**src/rtl/frame_strobe_driver_if.sv**
```systemverilog
// Word stream from the bitstream loader into a column frame writer.
// A word moves on every rising clock edge where s_valid && s_ready. While s_valid
// is high and s_ready is low, the master holds s_data steady. s_ready may depend
// only on the receiver's state, never on s_valid.
interface frame_strobe_driver_if #(
   parameter int DataWidth = 32
);
   logic                 s_valid;
   logic                 s_ready;
   logic [DataWidth-1:0] s_data;

   modport master (output s_valid, output s_data, input s_ready);
   modport slave  (input s_valid, input s_data, output s_ready);
endinterface

```
**src/rtl/frame_strobe_driver.sv**
```systemverilog
// Column frame writer: takes a header and NumRows words, then pulses one FrameStrobe line.
// Define HEADER_PARITY_EN to require odd parity over header bits [31:15].
module frame_strobe_driver #(
   parameter int MaxFramesPerCol = 20,
   parameter int FrameBitsPerRow = 32,
   parameter int NumRows         = 4,
   parameter int ColumnId        = 0,
   parameter int StrobeCycles    = 1
) (
   input  logic                                 UserCLK,
   input  logic                                 RST,
   frame_strobe_driver_if.slave                 loader,
   output logic [FrameBitsPerRow*NumRows-1:0]   FrameData,
   output logic [MaxFramesPerCol-1:0]           FrameStrobe,
   output logic                                 busy,
   output logic                                 err,
   output logic [1:0]                           dbgState
);

   localparam int FrameW = FrameBitsPerRow * NumRows;
   localparam int CntW   = (NumRows > 1) ? $clog2(NumRows) : 1;

   typedef enum logic [1:0] {
      IDLE   = 2'd0,
      LOAD   = 2'd1,
      STROBE = 2'd2,
      HOLD   = 2'd3
   } state_t;

   state_t                     state;
   state_t                     stateNext;
   logic [7:0]                 frameIdx;
   logic                       suppress;
   logic [CntW-1:0]            wordCnt;
   logic [3:0]                 strobeCnt;
   logic [MaxFramesPerCol-1:0] strobeVec;

   logic xfer;
   logic hdrXfer;
   logic colMatch;
   logic idxBad;
   logic hdrAccept;
   logic parityErr;
   logic lastWord;
   logic strobeDone;

   assign loader.s_ready = (state == IDLE) || (state == LOAD);
   assign busy           = (state != IDLE);
   assign dbgState       = state;

   assign xfer       = loader.s_valid && loader.s_ready;
   assign hdrXfer    = xfer && (state == IDLE);
   assign colMatch   = (loader.s_data[31:24] == 8'(ColumnId));
   assign idxBad     = ({1'b0, loader.s_data[23:16]} >= 9'(MaxFramesPerCol));
   assign lastWord   = (wordCnt == CntW'(NumRows - 1));
   assign strobeDone = (strobeCnt == 4'(StrobeCycles - 1));

`ifdef HEADER_PARITY_EN
   // Parity gates acceptance before the column match; only our own column flags err.
   logic parityOk;
   assign parityOk  = ^loader.s_data[31:15];
   assign hdrAccept = hdrXfer && colMatch && parityOk;
   assign parityErr = hdrXfer && colMatch && !parityOk;
`else
   assign hdrAccept = hdrXfer && colMatch;
   assign parityErr = 1'b0;
`endif

   always_comb begin
      strobeVec = '0;
      for (int i = 0; i < MaxFramesPerCol; i++) begin
         if (frameIdx == 8'(i)) strobeVec[i] = 1'b1;
      end
   end

   always_comb begin
      stateNext = state;
      case (state)
         IDLE:    if (hdrAccept) stateNext = LOAD;
         LOAD:    if (xfer && lastWord) stateNext = suppress ? HOLD : STROBE;
         STROBE:  if (strobeDone) stateNext = HOLD;
         HOLD:    stateNext = IDLE;
         default: stateNext = IDLE;
      endcase
   end

   always_ff @(posedge UserCLK or posedge RST) begin
      if (RST) begin
         state     <= IDLE;
         frameIdx  <= '0;
         suppress  <= 1'b0;
         wordCnt   <= '0;
         strobeCnt <= '0;
         FrameData <= '0;
         err       <= 1'b0;
      end else begin
         state <= stateNext;

         if (hdrAccept) begin
            frameIdx <= loader.s_data[23:16];
            suppress <= idxBad;
         end

         if ((hdrAccept && idxBad) || parityErr) err <= 1'b1;

         if (state == IDLE) wordCnt <= '0;
         else if (state == LOAD && xfer) wordCnt <= wordCnt + 1'b1;

         // First word ends up in the top slice once all NumRows words are in.
         if (state == LOAD && xfer)
            FrameData <= {FrameData[FrameW-FrameBitsPerRow-1:0], loader.s_data[FrameBitsPerRow-1:0]};

         if (state == STROBE) strobeCnt <= strobeCnt + 1'b1;
         else strobeCnt <= '0;
      end
   end

   // Strobe register follows the next state so it lines up exactly with STROBE.
   always_ff @(posedge UserCLK or posedge RST) begin
      if (RST) FrameStrobe <= '0;
      else FrameStrobe <= (stateNext == STROBE) ? strobeVec : '0;
   end

endmodule
```
**src/flat_wrapper.sv**
```systemverilog
// flat-port wrapper written by rule: the top's interface ports become plain ports
module frame_strobe_driver_flat 
#(
   parameter int MaxFramesPerCol = 20,
   parameter int FrameBitsPerRow = 32,
   parameter int NumRows         = 4,
   parameter int ColumnId        = 0,
   parameter int StrobeCycles    = 1
)
  (UserCLK, RST, FrameData, FrameStrobe, busy, err, dbgState, loader_s_valid, loader_s_data, loader_s_ready);
  frame_strobe_driver_if loader_i ();
  input  logic UserCLK;
  input  logic RST;
  output logic [FrameBitsPerRow*NumRows-1:0] FrameData;
  output logic [MaxFramesPerCol-1:0] FrameStrobe;
  output logic busy;
  output logic err;
  output logic [1:0] dbgState;
  input wire logic [$bits(loader_i.s_valid)-1:0] loader_s_valid;
  input wire logic [$bits(loader_i.s_data)-1:0] loader_s_data;
  output wire logic [$bits(loader_i.s_ready)-1:0] loader_s_ready;
  assign loader_i.s_valid = loader_s_valid;
  assign loader_i.s_data = loader_s_data;
  assign loader_s_ready = loader_i.s_ready;
  frame_strobe_driver #(.MaxFramesPerCol(MaxFramesPerCol), .FrameBitsPerRow(FrameBitsPerRow), .NumRows(NumRows), .ColumnId(ColumnId), .StrobeCycles(StrobeCycles)) u_core (.UserCLK(UserCLK), .RST(RST), .loader(loader_i), .FrameData(FrameData), .FrameStrobe(FrameStrobe), .busy(busy), .err(err), .dbgState(dbgState));
endmodule
```
**config.mk**
```make
export PLATFORM = sky130hd
export DESIGN_NAME = frame_strobe_driver_flat
export DESIGN_NICKNAME = d
export VERILOG_FILES = /design/src/rtl/frame_strobe_driver_if.sv /design/src/rtl/frame_strobe_driver.sv /design/src/flat_wrapper.sv
export SDC_FILE = /design/constraint.sdc
export NUM_CORES = 1
export LEC_CHECK = 0
export BUFFER_PORTS_ARGS = -buffer_cell sky130_fd_sc_hd__clkbuf_2
export CORE_UTILIZATION = 30
export DETAILED_ROUTE_END_ITERATION = 6
export PLACE_DENSITY_LB_ADDON = 0.15
export SETUP_SLACK_MARGIN = 0.5
export SLEW_MARGIN = 15
export SYNTH_ARGS = -nofsm -noshare
export SYNTH_HDL_FRONTEND = slang
export SYNTH_SLANG_ARGS = --single-unit
```
**constraint.sdc**
```tcl
create_clock -name UserCLK -period 8.2 [get_ports UserCLK]
set_clock_uncertainty 0.1 [all_clocks]
set_input_delay 2.46 -clock UserCLK [delete_from_list [all_inputs] [get_ports UserCLK]]
set_output_delay 2.46 -clock UserCLK [all_outputs]
set_load 0.01 [all_outputs]
```
==> results of run 1 <==
==> sequential cells by signal (all words and copies together), names as in the netlist <==
signal              count
u_core.suppress         1
u_core.err              1
u_core.dbgState         2
u_core.wordCnt          2
u_core.frameIdx         8
u_core.FrameData      128
u_core.strobeCnt        4
u_core.FrameStrobe     20
==> metrics by stage <==
| stage | setup WS (ps) | hold slack [ps] | util |
|---|---|---|---|
| 6_report | 4250 | 383 | 0.390 |
| 5_1_grt | 4100 | 409 | 0.390 |
| 4_1_cts | 4230 | 388 | 0.390 |
| 3_5_place_dp | 3800 | 365 | 0.359 |
| 3_3_place_gp | 3730 | 365 | 0.359 |
| 2_1_floorplan | 1150 | 354 | - |
==> how the worst max path moves through the flow <==
stage | startpoint | to | slack [ps] | depth (start not counted)
detailed placement | loader_s_data[24] | u_core.frameIdx[7]$_DFFE_PP0P_ | 3800 | 5
finish | u_core.dbgState[0]$_DFF_PP0_ | busy | 4250 | 2
floorplan | RST | u_core.FrameData[0]$_DFFE_PP0P_ | 1150 | 1
global route | RST | u_core.FrameData[12]$_DFFE_PP0P_ | 4100 | 3
global placement | loader_s_data[24] | u_core.suppress$_DFFE_PP0P_ | 3730 | 5
CTS | u_core.dbgState[0]$_DFF_PP0_ | busy | 4230 | 2
==> logic make-up (layout without fill, tap and decap cells) <==
group / Yosys count / count (layout) / share of synthesized area
DFF: 166 / 166 / 0.615
buffers and inverters: 27 / 228 / 0.0344
muxes: 138 / 138 / 0.278
AOI/OAI and AO/OA: 5 / 5 / 0.00426
xor gates and xnor gates: 2 / 2 / 0.00259
adders and majority gates: 3 / 3 / 0.00556
and+or+nand+nor: 74 / 74 / 0.0602
==> worst max-delay path: stages (launching register included) <==
cell and delay [ps]:
dfrtp_1 460, or2_2 370, clkbuf_2 140
==> cells in the final DEF (no fill, tap or decap), types with 2 or more instances in the layout <==
cell type	count
ha_1	3
and3b_1	2
clkbuf_16	17
mux2_4	87
inv_1	3
clkbuf_2	187
inv_6	2
bufinv_16	6
nor3_1	4
buf_4	4
o21ai_0	2
nor2b_1	3
nor3b_1	3
clkbuf_1	2
nor4_1	21
dfrtp_1	166
clkbuf_8	2
and2_1	2
mux2_2	50
nand2b_1	2
nand2_1	24
clkinv_4	3
or2_2	3
nor2_1	4
==> power breakdown <==
part           internal (mW)  switching (mW)  total (mW)
Clock                  0.590           0.329       0.919
Combinational          0.723           0.534        1.26
Sequential              1.16           0.260        1.42
==> area by class of cell <==
class | instances | area, sq um
inverter | 4 | 20.0
timing repair buffer | 192 | 986
clock inverter | 11 | 220
fill | 2063 | 13400
multi-input combinational | 222 | 2370
sequential | 166 | 4150
clock buffer | 21 | 460
tap | 280 | 350
==> routing by layer <==
metal / GRT usage / share of wire / vias to the layer above
li1: - / - / 1839
met3: 0.0385 / 0.067 / 13
met2: 0.195 / 0.46 / 119
met4: 0.0486 / 0.015 / 0
met1: 0.177 / 0.46 / 2023
met5: 0 / 0 / -
==> flow_summary_export.csv, run 1 <==
group,metric,value,unit
routing,drtPass1Iterations,7,
critical_path,r2r-start,"u_core.dbgState[0]$_DFF_PP0_",
logic_synthesis,yosysUniqueCellTypes,31,
logic_synthesis,synthTopCellsByArea,"dfrtp_1 (61%), mux2_4 (19%), mux2_2 (8.3%)",
logic_synthesis,ys_async_sr_fraction,1.00,
logic_synthesis,synthTopCellsByCount,"dfrtp_1 (166), mux2_4 (87), mux2_2 (50)",
worst_hold_path,hold_depth,1,
routing,drtAntennaViolNets,0,
clock_network,cts_made_buffers,17,
timing,worst_pin_slew,934,ps
critical_path,endpoint_kind,"output pin",
logic_synthesis,netlist_instances,415,
worst_hold_path,min_to,"u_core.err$_DFFE_PP0P_",
global_route,grt_pass1_vias,4077,
pwr,power_leakage,4.21,nW
logic_synthesis,syn-cell-area,0.00676,sq mm
critical_path,r2r_cells,4,
logic_synthesis,synth_most_common_cell,"dfrtp_1",
timing,relSlewSlack,0.377,
placement,io_buffers,187,
clock_network,htreeDepth,4,
final_layout,stdcell_area,0.00856,sq mm
timing,finalHoldViolCount,0,
routing,wl,14.4,mm
floorplan,fp.coreArea,0.0220,sq mm
critical_path,path_max_fanout,8,
routing,via_count,3994,
final_layout,fin_nets,641,
global_route,grt_max_degree,132,
clock_network,cts_tree,"done",
global_route,antenna_found_initial,0,
placement,hpwl,9.69,mm
worst_hold_path,hp-class,"reg2reg",
pwr,p_total,3.59,mW
final_layout,area_growth,26.8,%
routing,routed_via_density,4.46,
final_layout,num_antenna_cells,0,
clock_network,clock_sinks,166,
placement,gp_congestion,0.723,
logic_synthesis,synth-seq-cells,166,
logic_synthesis,synth_top_cell_area_share,0.615,
run_status,violations,"design-rule violations",
clock_network,post_cts_buffers,0,
logic_synthesis,seq_area_frac_synth,0.615,
timing,finalSetupTns,0,ps
timing,fmax,0.253,GHz
critical_path,critPathLaunchType,"flip-flop",
global_route,grt_use_total,0.130,
critical_path,r2r_end,"u_core.frameIdx[0]$_DFFE_PP0P_",
routing,drtIter0Drc,136,
floorplan,die_height,152,microns
pwr,p_per_area,419,mW/mm^2
logic_synthesis,ys.flop_type,"dfrtp_1",
run,max_cap_viol_count,0,
floorplan,die_w,152,microns
logic_synthesis,syn_nets,453,
floorplan,io-pin-count,188,
timing,rsz0062_at_grt,"no",
pwr,vdd_drop_max,0.368,mV
timing,post-route-min-period,3950,ps
clock_network,clkTransAtPathRegs,70,ps
placement,post_dp_cell_area,0.00788,sq mm
run_status,status,"finished, violations left",
timing,slew_violations,0,
clock_network,holdBufCountCts,0,
critical_path,crit_required,5640,ps
clock_network,clockBufferDepth,2,
routing,drc,28,
logic_synthesis,syn_avg_cell_area,16.3,sq um
final_layout,drive_gt1_frac,0.593,
global_route,grt.overflow.total,0,
clock_network,clock_latency,420,ps
logic_synthesis,yosysTopAreaCell,"dfrtp_1",
logic_synthesis,yosys_warnings,0,
routing,routedWlPerCell,16.1,microns
worst_hold_path,min-delay-start,"u_core.err$_DFFE_PP0P_",
floorplan,start_util,0.308,
floorplan,die_area,0.0231,sq mm
final_layout,instances_no_fill,896,
placement,dp.cells,864,
timing,setup_viol,0,
logic_synthesis,synth_edf_count,0,
critical_path,r2r_slack,5910,ps
clock_network,cts_root_buf,"clkbuf_16",
clock_network,cts_resized,0,
timing,post-route-period-util,0.482,
critical_path,worstSetupPathType,"reg2out",
global_route,grt_pass1_wl,23.5,mm
floorplan,rows,54,
critical_path,worst_ep_arrival_time,1390,ps
(Power assumes the default switching activity.)
==> run 2, diff against run 1 <==
--- a/config.mk
+++ b/config.mk
@@ -5,6 +5,7 @@
 export SDC_FILE = /design/constraint.sdc
 export NUM_CORES = 1
 export LEC_CHECK = 0
+export ABC_AREA = 1
 export BUFFER_PORTS_ARGS = -buffer_cell sky130_fd_sc_hd__clkbuf_2
 export CORE_UTILIZATION = 30
 export DETAILED_ROUTE_END_ITERATION = 6
==> constraint.sdc (replaced) <==
create_clock -name UserCLK -period 3.5 [get_ports UserCLK]
set_clock_uncertainty 0.1 [all_clocks]
set_input_delay 1.05 -clock UserCLK [delete_from_list [all_inputs] [get_ports UserCLK]]
set_output_delay 1.05 -clock UserCLK [all_outputs]
set_load 0.01 [all_outputs]
==> run 2 against run 1 <==
  * The flow now finishes without violations
  * Clock power grew 120%
  * Final area shrank 3.8%
  * Sequential power grew 110%
  * Sequential cell count is the same
  * Setup slack lost 3300 ps
  * Critical endpoint unchanged
  * Largest cell class unchanged
==> flow_summary_export.csv, run 2 <==
group,metric,value,unit
critical_path,endpoint_kind,"output pin",
pwr,p_per_area,823,mW/mm^2
logic_synthesis,ys_async_sr_fraction,1.00,
critical_path,slowest_stage,"dfrtp_1",
timing,relSlewSlack,0.573,
placement,gp_congestion,0.755,
worst_hold_path,hp-class,"reg2reg",
timing,setup_viol,0,
timing,worst_pin_slew,639,ps
clock_network,cts_tree,"done",
timing,fmax,0.392,GHz
routing,drtIter0Drc,262,
pwr,p_int,4.49,mW
global_route,grtUsageMet3,0.0380,
critical_path,crit_required,2350,ps
timing,finalHoldViolCount,0,
routing,wl,15.8,mm
clock_network,cts_root_buf,"clkbuf_16",
logic_synthesis,seq_area_frac_synth,0.652,
clock_network,cts_resized,0,
routing,drtAntennaViolNets,0,
timing,final.setup.worst_slack,947,ps
critical_path,cpPeakStageDelay,440,ps
critical_path,r2r-start,"u_core.dbgState[0]$_DFF_PP0_",
clock_network,htreeDepth,4,
clock_network,clkTransAtPathRegs,60,ps
worst_hold_path,min-delay-start,"u_core.err$_DFFE_PP0P_",
routing,via_count,4857,
logic_synthesis,ys.flop_type,"dfrtp_1",
routing,drtPass1Iterations,4,
run_status,status,"complete, no violations",
placement,dp.cells,1110,
pwr,power.switching,2.29,mW
floorplan,die_w,148,microns
critical_path,critPathLaunchType,"flip-flop",
final_layout,area_growth,29.3,%
final_layout,drive_gt1_frac,0.291,
final_layout,fillCellCount,2101,
floorplan,io-pin-count,188,
floorplan,die_area,0.0218,sq mm
pwr,vdd_drop_max,0.317,mV
final_layout,top_register,"u_core.FrameData",
final_layout,largest_reg_flops,128,
final_layout,fin_nets,897,
logic_synthesis,synth_top_cell_area_share,0.652,
timing,post-route-min-period,2550,ps
logic_synthesis,synthTopCellsByArea,"dfrtp_1 (65%), nand2_1 (14%), o21ai_0 (7.7%)",
placement,dpl_worst_slack,773,ps
routing,drc,0,
global_route,grt_pass1_wl,25.6,mm
final_layout,num_antenna_cells,0,
critical_path,worstSetupPathType,"reg2out",
timing,rsz0062_at_grt,"no",
global_route,antenna_found_initial,0,
critical_path,crit_chain,"nor2_1 > inv_1 > clkbuf_2",
clock_network,holdBufCountCts,0,
worst_hold_path,hold_depth,2,
clock_network,clock_latency,420,ps
global_route,grt_use_total,0.152,
logic_synthesis,yosys_warnings,0,
logic_synthesis,syn_nets,715,
critical_path,r2r_end,"u_core.FrameStrobe[5]$_DFF_PP0_",
logic_synthesis,synth_most_common_cell,"nand2_1",
routing,routedWlPerCell,13.9,microns
pwr,seqPwrFrac,0.445,
logic_synthesis,synth_edf_count,0,
logic_synthesis,synth-seq-cells,166,
placement,io_buffers,187,
timing,post-route-period-util,0.729,
floorplan,rows,52,
critical_path,r2r_cells,6,
global_route,met2_usage,0.228,
final_layout,mostFrequentLayoutCells,"nand2_1 (243), clkbuf_2 (187), dfrtp_1 (166)",
global_route,grt.overflow.total,0,
logic_synthesis,netlist_instances,677,
timing,slew_violations,0,
clock_network,cts_made_buffers,17,
pwr,comb_power_share,0.262,
critical_path,path_max_fanout,5,
global_route,busiest_layer,"met2",
global_route,grt_use_met1,0.208,
pwr,power_leakage,4.36,nW
final_layout,final_common_cell,"nand2_1",
logic_synthesis,syn_avg_cell_area,9.41,sq um
final_layout,instances_no_fill,1142,
routing,routed_via_density,4.25,
run,max_cap_viol_count,0,
critical_path,r2r_slack,1400,ps
floorplan,start_util,0.310,
clock_network,clock_sinks,166,
final_layout,utilization,0.401,
pwr,power_frac_clock,0.292,
logic_synthesis,yosysUniqueCellTypes,24,
timing,finalSetupTns,0,ps
pwr,switching_share,0.338,
final_layout,reg_top3,"u_core.FrameData (128), u_core.FrameStrobe (20), u_core.frameIdx (8)",
logic_synthesis,synthTopCellsByCount,"nand2_1 (243), dfrtp_1 (166), o21ai_0 (98)",
global_route,grt_max_degree,144,
worst_hold_path,min_to,"u_core.err$_DFFE_PP0P_",
floorplan,die_height,148,microns
clock_network,post_cts_buffers,0,
clock_network,clockBufferDepth,2,
critical_path,worst_ep_arrival_time,1400,ps
logic_synthesis,syn-cell-area,0.00637,sq mm
global_route,grt_pass1_vias,4658,
logic_synthesis,yosysTopAreaCell,"dfrtp_1",
placement,hpwl,10.9,mm
floorplan,fp.coreArea,0.0206,sq mm
## run 2: changes by cell type in the layout (fill, tap and decap cells not counted), moves of 4 or more
cell / previous run / this run
buf_12: 1 / 5
inv_1: 3 / 69
mux2_2: 50 / 0
mux2_4: 87 / 0
nand2_1: 24 / 243
nor2_1: 4 / 19
nor2_2: 0 / 21
nor4_1: 21 / 0
o21ai_0: 2 / 98
o21ai_1: 1 / 8
## run 2: cells by family (layout without fill, tap and decap cells)
family / after synthesis / in the layout / share of synthesized area
buf+inv: 102 / 297 / 0.0664
simple gates: 298 / 298 / 0.191
flops: 166 / 166 / 0.652
xor+xnor: 1 / 1 / 0.00137
fa+ha+maj: 3 / 3 / 0.00589
compound gates: 107 / 107 / 0.0840
## run 2: metal layers
layer,routed length (microns),share of wire,up-vias
met5,0,0,-
li1,-,-,2441
met1,7710,0.49,2270
met4,292,0.018,0
met3,821,0.052,22
met2,7020,0.44,124
## run 2: through the flow
step | cell area (sq um) | hold WS [ps] | power (mW)
3_3_place_gp | 7610 | 357 | 4.86
6_report | 8240 | 374 | 6.78
4_1_cts | 8240 | 382 | 6.89
2_1_floorplan | 6380 | 350 | 3.88
3_5_place_dp | 7610 | 360 | 4.88
5_1_grt | 8240 | 404 | 7.24
## run 2: final cells by class
cell class                      count  area (sq um)  area share
Inverter                           72           277      0.0336
Sequential cell                   166          4150       0.504
Clock buffer                       22           484      0.0588
Timing Repair Buffer              193          1040       0.127
Multi-Input combinational cell    409          1800       0.218
Clock inverter                     10           145      0.0176
Tap cell                          270           338      0.0410
## run 2: worst max-delay path, delay by kind of cell (launching register included)
| family | cells | cell delay, ps |
|---|---|---|
| DFF | 1 | 440 |
| and+or+nand+nor | 1 | 270 |
| buffers and inverters | 2 | 270 |
## run 2: worst max-delay path by stage
stage | startpoint | to | slack [ps] | cells past startpoint
floorplan | RST | u_core.FrameData[0]$_DFFE_PP0P_ | 240 | 1
global placement | loader_s_data[30] | u_core.FrameStrobe[14]$_DFF_PP0_ | 770 | 7
detailed placement | loader_s_data[30] | u_core.FrameStrobe[5]$_DFF_PP0_ | 770 | 7
CTS | u_core.dbgState[0]$_DFF_PP0_ | busy | 870 | 3
global route | u_core.dbgState[0]$_DFF_PP0_ | busy | 850 | 3
finish | u_core.dbgState[0]$_DFF_PP0_ | busy | 950 | 3
## run 2: power by group through the flow
stage	Clock (mW)	Combinational, mW	Sequential (mW)
after floorplan	0	0.584	3.29
after global placement	0	1.81	3.05
after detailed placement	0	1.82	3.05
after CTS	2.03	1.83	3.03
after global routing	2.11	2.01	3.12
final	1.98	1.78	3.02
==> run 3, diff against run 2 <==
--- a/config.mk
+++ b/config.mk
@@ -5,7 +5,7 @@
 export SDC_FILE = /design/constraint.sdc
 export NUM_CORES = 1
 export LEC_CHECK = 0
-export ABC_AREA = 1
+export ABC_AREA = 0
 export BUFFER_PORTS_ARGS = -buffer_cell sky130_fd_sc_hd__clkbuf_2
 export CORE_UTILIZATION = 30
 export DETAILED_ROUTE_END_ITERATION = 6
==> constraint.sdc (replaced) <==
create_clock -name UserCLK -period 2.64 [get_ports UserCLK]
set_clock_uncertainty 0.1 [all_clocks]
set_input_delay 0.792 -clock UserCLK [delete_from_list [all_inputs] [get_ports UserCLK]]
set_output_delay 0.792 -clock UserCLK [all_outputs]
set_load 0.01 [all_outputs]
==> run 3 against run 2 <==
  * The flow now finishes with violations (design-rule violations)
  * Non-clock buffer count rose by 17
  * Sequential cell count did not move
  * Register-to-register slack got worse by 830 ps
  * Sequential share of layout area fell by 2.8 points
  * Sequential power rose by 45%
  * Final area rose by 5.8%
  * Worst hold slack improved by 22 ps
  * Clock-buffer cell count fell by 3
  * Critical path type unchanged
  * Largest cell class unchanged
==> flow_summary_export.csv, run 3 (synthesis gave the netlist of run 1 again) <==
group,metric,value,unit
routing,via_count,4057,
pwr,seqPwrFrac,0.406,
timing,setup_viol,0,
final_layout,reg_top3,"u_core.FrameData (128), u_core.FrameStrobe (20), u_core.frameIdx (8)",
final_layout,drive_gt1_frac,0.609,
routing,routed_via_density,4.44,
pwr,comb_power_share,0.375,
placement,hpwl,10.5,mm
routing,routedWlPerCell,16.1,microns
critical_path,r2r_slack,570,ps
routing,drtIter0Drc,147,
routing,drtPass1Iterations,7,
critical_path,path_max_fanout,2,
final_layout,area_growth,29.1,%
clock_network,clock_sinks,166,
critical_path,r2r_end,"u_core.FrameStrobe[4]$_DFF_PP0_",
final_layout,top_register,"u_core.FrameData",
routing,drc,28,
timing,fmax,0.479,GHz
floorplan,fp.coreArea,0.0220,sq mm
clock_network,htreeDepth,4,
global_route,grt_pass1_wl,24.4,mm
floorplan,io-pin-count,188,
pwr,power_frac_clock,0.219,
timing,holdWs,396,ps
run,max_cap_viol_count,0,
global_route,grt_use_total,0.134,
clock_network,cts_made_buffers,17,
critical_path,startpoint,"u_core.dbgState[0]$_DFF_PP0_",
global_route,busiest_layer,"met2",
final_layout,final_common_cell,"clkbuf_2",
floorplan,die_w,152,microns
run_status,violations,"design-rule violations",
global_route,grt_pass1_vias,4284,
clock_network,cts_root_buf,"clkbuf_16",
pwr,power.switching,3.53,mW
timing,relSlewSlack,0.474,
timing,worst_pin_slew,787,ps
global_route,grt_use_met1,0.178,
pwr,power_leakage,4.27,nW
timing,finalSetupTns,0,ps
final_layout,mostFrequentLayoutCells,"clkbuf_2 (185), dfrtp_1 (164), mux2_4 (87)",
worst_hold_path,hp-class,"in2async",
pwr,p_int,7.28,mW
timing,slew_violations,0,
placement,io_buffers,187,
global_route,antenna_found_initial,0,
timing,post-route-min-period,2090,ps
final_layout,num_antenna_cells,0,
floorplan,die_height,152,microns
pwr,vdd_drop_max,0.369,mV
routing,wl,14.8,mm
global_route,met2_usage,0.212,
final_layout,fin_nets,659,
clock_network,cts_tree,"done",
global_route,grt.overflow.total,0,
critical_path,worst_ep_arrival_time,1200,ps
pwr,p_total,10.8,mW
critical_path,r2r_cells,7,
placement,gp_congestion,0.737,
clock_network,clockBufferDepth,2,
global_route,grtUsageMet3,0.0351,
final_layout,utilization,0.397,
final_layout,largest_reg_flops,128,
run_status,status,"finished, violations left",
clock_network,clkTransAtPathRegs,60,ps
clock_network,clock_latency,410,ps
routing,drtAntennaViolNets,0,
global_route,grt_max_degree,61,
timing,finalHoldViolCount,0,
timing,rsz0062_at_grt,"no",
timing,post-route-period-util,0.791,
pwr,p_per_area,1240,mW/mm^2
critical_path,r2r-start,"u_core.dbgState[0]$_DFF_PP0_",
final_layout,stdcell_area,0.00872,sq mm
critical_path,worstSetupPathType,"reg2out",
critical_path,endpoint_kind,"output pin",
floorplan,rows,54,
floorplan,start_util,0.308,
floorplan,die_area,0.0231,sq mm
critical_path,critPathLaunchType,"flip-flop",
final_layout,fillCellCount,2076,
critical_path,crit_required,1750,ps
pwr,switching_share,0.327,
placement,post_dp_cell_area,0.00810,sq mm
critical_path,cp-endpoint,"busy",
## run 3: cell types whose count changed in the layout (fill, tap and decap cells not counted), moves of 5 or more
| cell | before | now |
|---|---|---|
| nand2_1 | 243 | 24 |
| o21ai_0 | 98 | 2 |
| mux2_4 | 0 | 87 |
| inv_1 | 69 | 3 |
| mux2_2 | 0 | 50 |
| nor2_2 | 21 | 0 |
| nor4_1 | 0 | 21 |
| nor2_1 | 19 | 4 |
| buf_4 | 1 | 11 |
| o21ai_1 | 8 | 1 |
| buf_12 | 5 | 10 |
## run 3: area by class of cell
type / instances / area [sq um] / share of cell area
flip-flops and latches: 166 / 4160 / 0.477
multi-input cells: 222 / 2380 / 0.272
repair buffers: 210 / 1250 / 0.144
clock buffers: 19 / 443 / 0.0508
well taps: 280 / 350 / 0.0402
clock inverters: 13 / 121 / 0.0139
inverters: 4 / 18.8 / 0.00215
## run 3: power groups by stage
| stage | combinational [mW] | sequential, mW | clock [mW] |
|---|---|---|---|
| after floorplan | 2.17 | 4.75 | 0 |
| after global placement | 4.00 | 4.40 | 0 |
| after detailed placement | 4.03 | 4.47 | 0 |
| after CTS | 4.10 | 4.41 | 2.46 |
| after global routing | 4.34 | 4.57 | 2.57 |
| final | 4.06 | 4.39 | 2.37 |
## run 3: metal layers
layer	share of wire	up-vias
li1	-	1883
met1	0.46	2040
met2	0.47	119
met3	0.058	15
met4	0.012	0
met5	0	-
## run 3: worst max-delay path: stages, from the launching register on
cell and delay, ps:
dfrtp_2 430, or2_4 240, buf_6 120
## run 3: stage by stage
step                cells  setup slack (ps)
global route          914               506
detailed placement    878               177
floorplan             415              -365
CTS                   913               499
global placement      878               213
finish                914               552
## run 3: what timing repair did
| item | in CTS | in global routing |
|---|---|---|
| hold buffers | 0 | 0 |
| endpoints found under the setup margin | 1 | 7 |
| pin swaps | 0 | 1 |
| gates resized for setup | 4 | 5 |
| buffers inserted | 3 | 1 |
## run 3: worst min-delay path by stage
stage,end,slack (ps),cells past startpoint
floorplan,u_core.strobeCnt[0]$_DFF_PP0_,350,1
global placement,u_core.wordCnt[0]$_DFFE_PP0P_,370,1
detailed placement,u_core.err$_DFFE_PP0P_,370,1
CTS,u_core.strobeCnt[0]$_DFF_PP0_,400,1
global route,u_core.strobeCnt[0]$_DFF_PP0_,410,1
finish,u_core.FrameData[67]$_DFFE_PP0P_,400,2
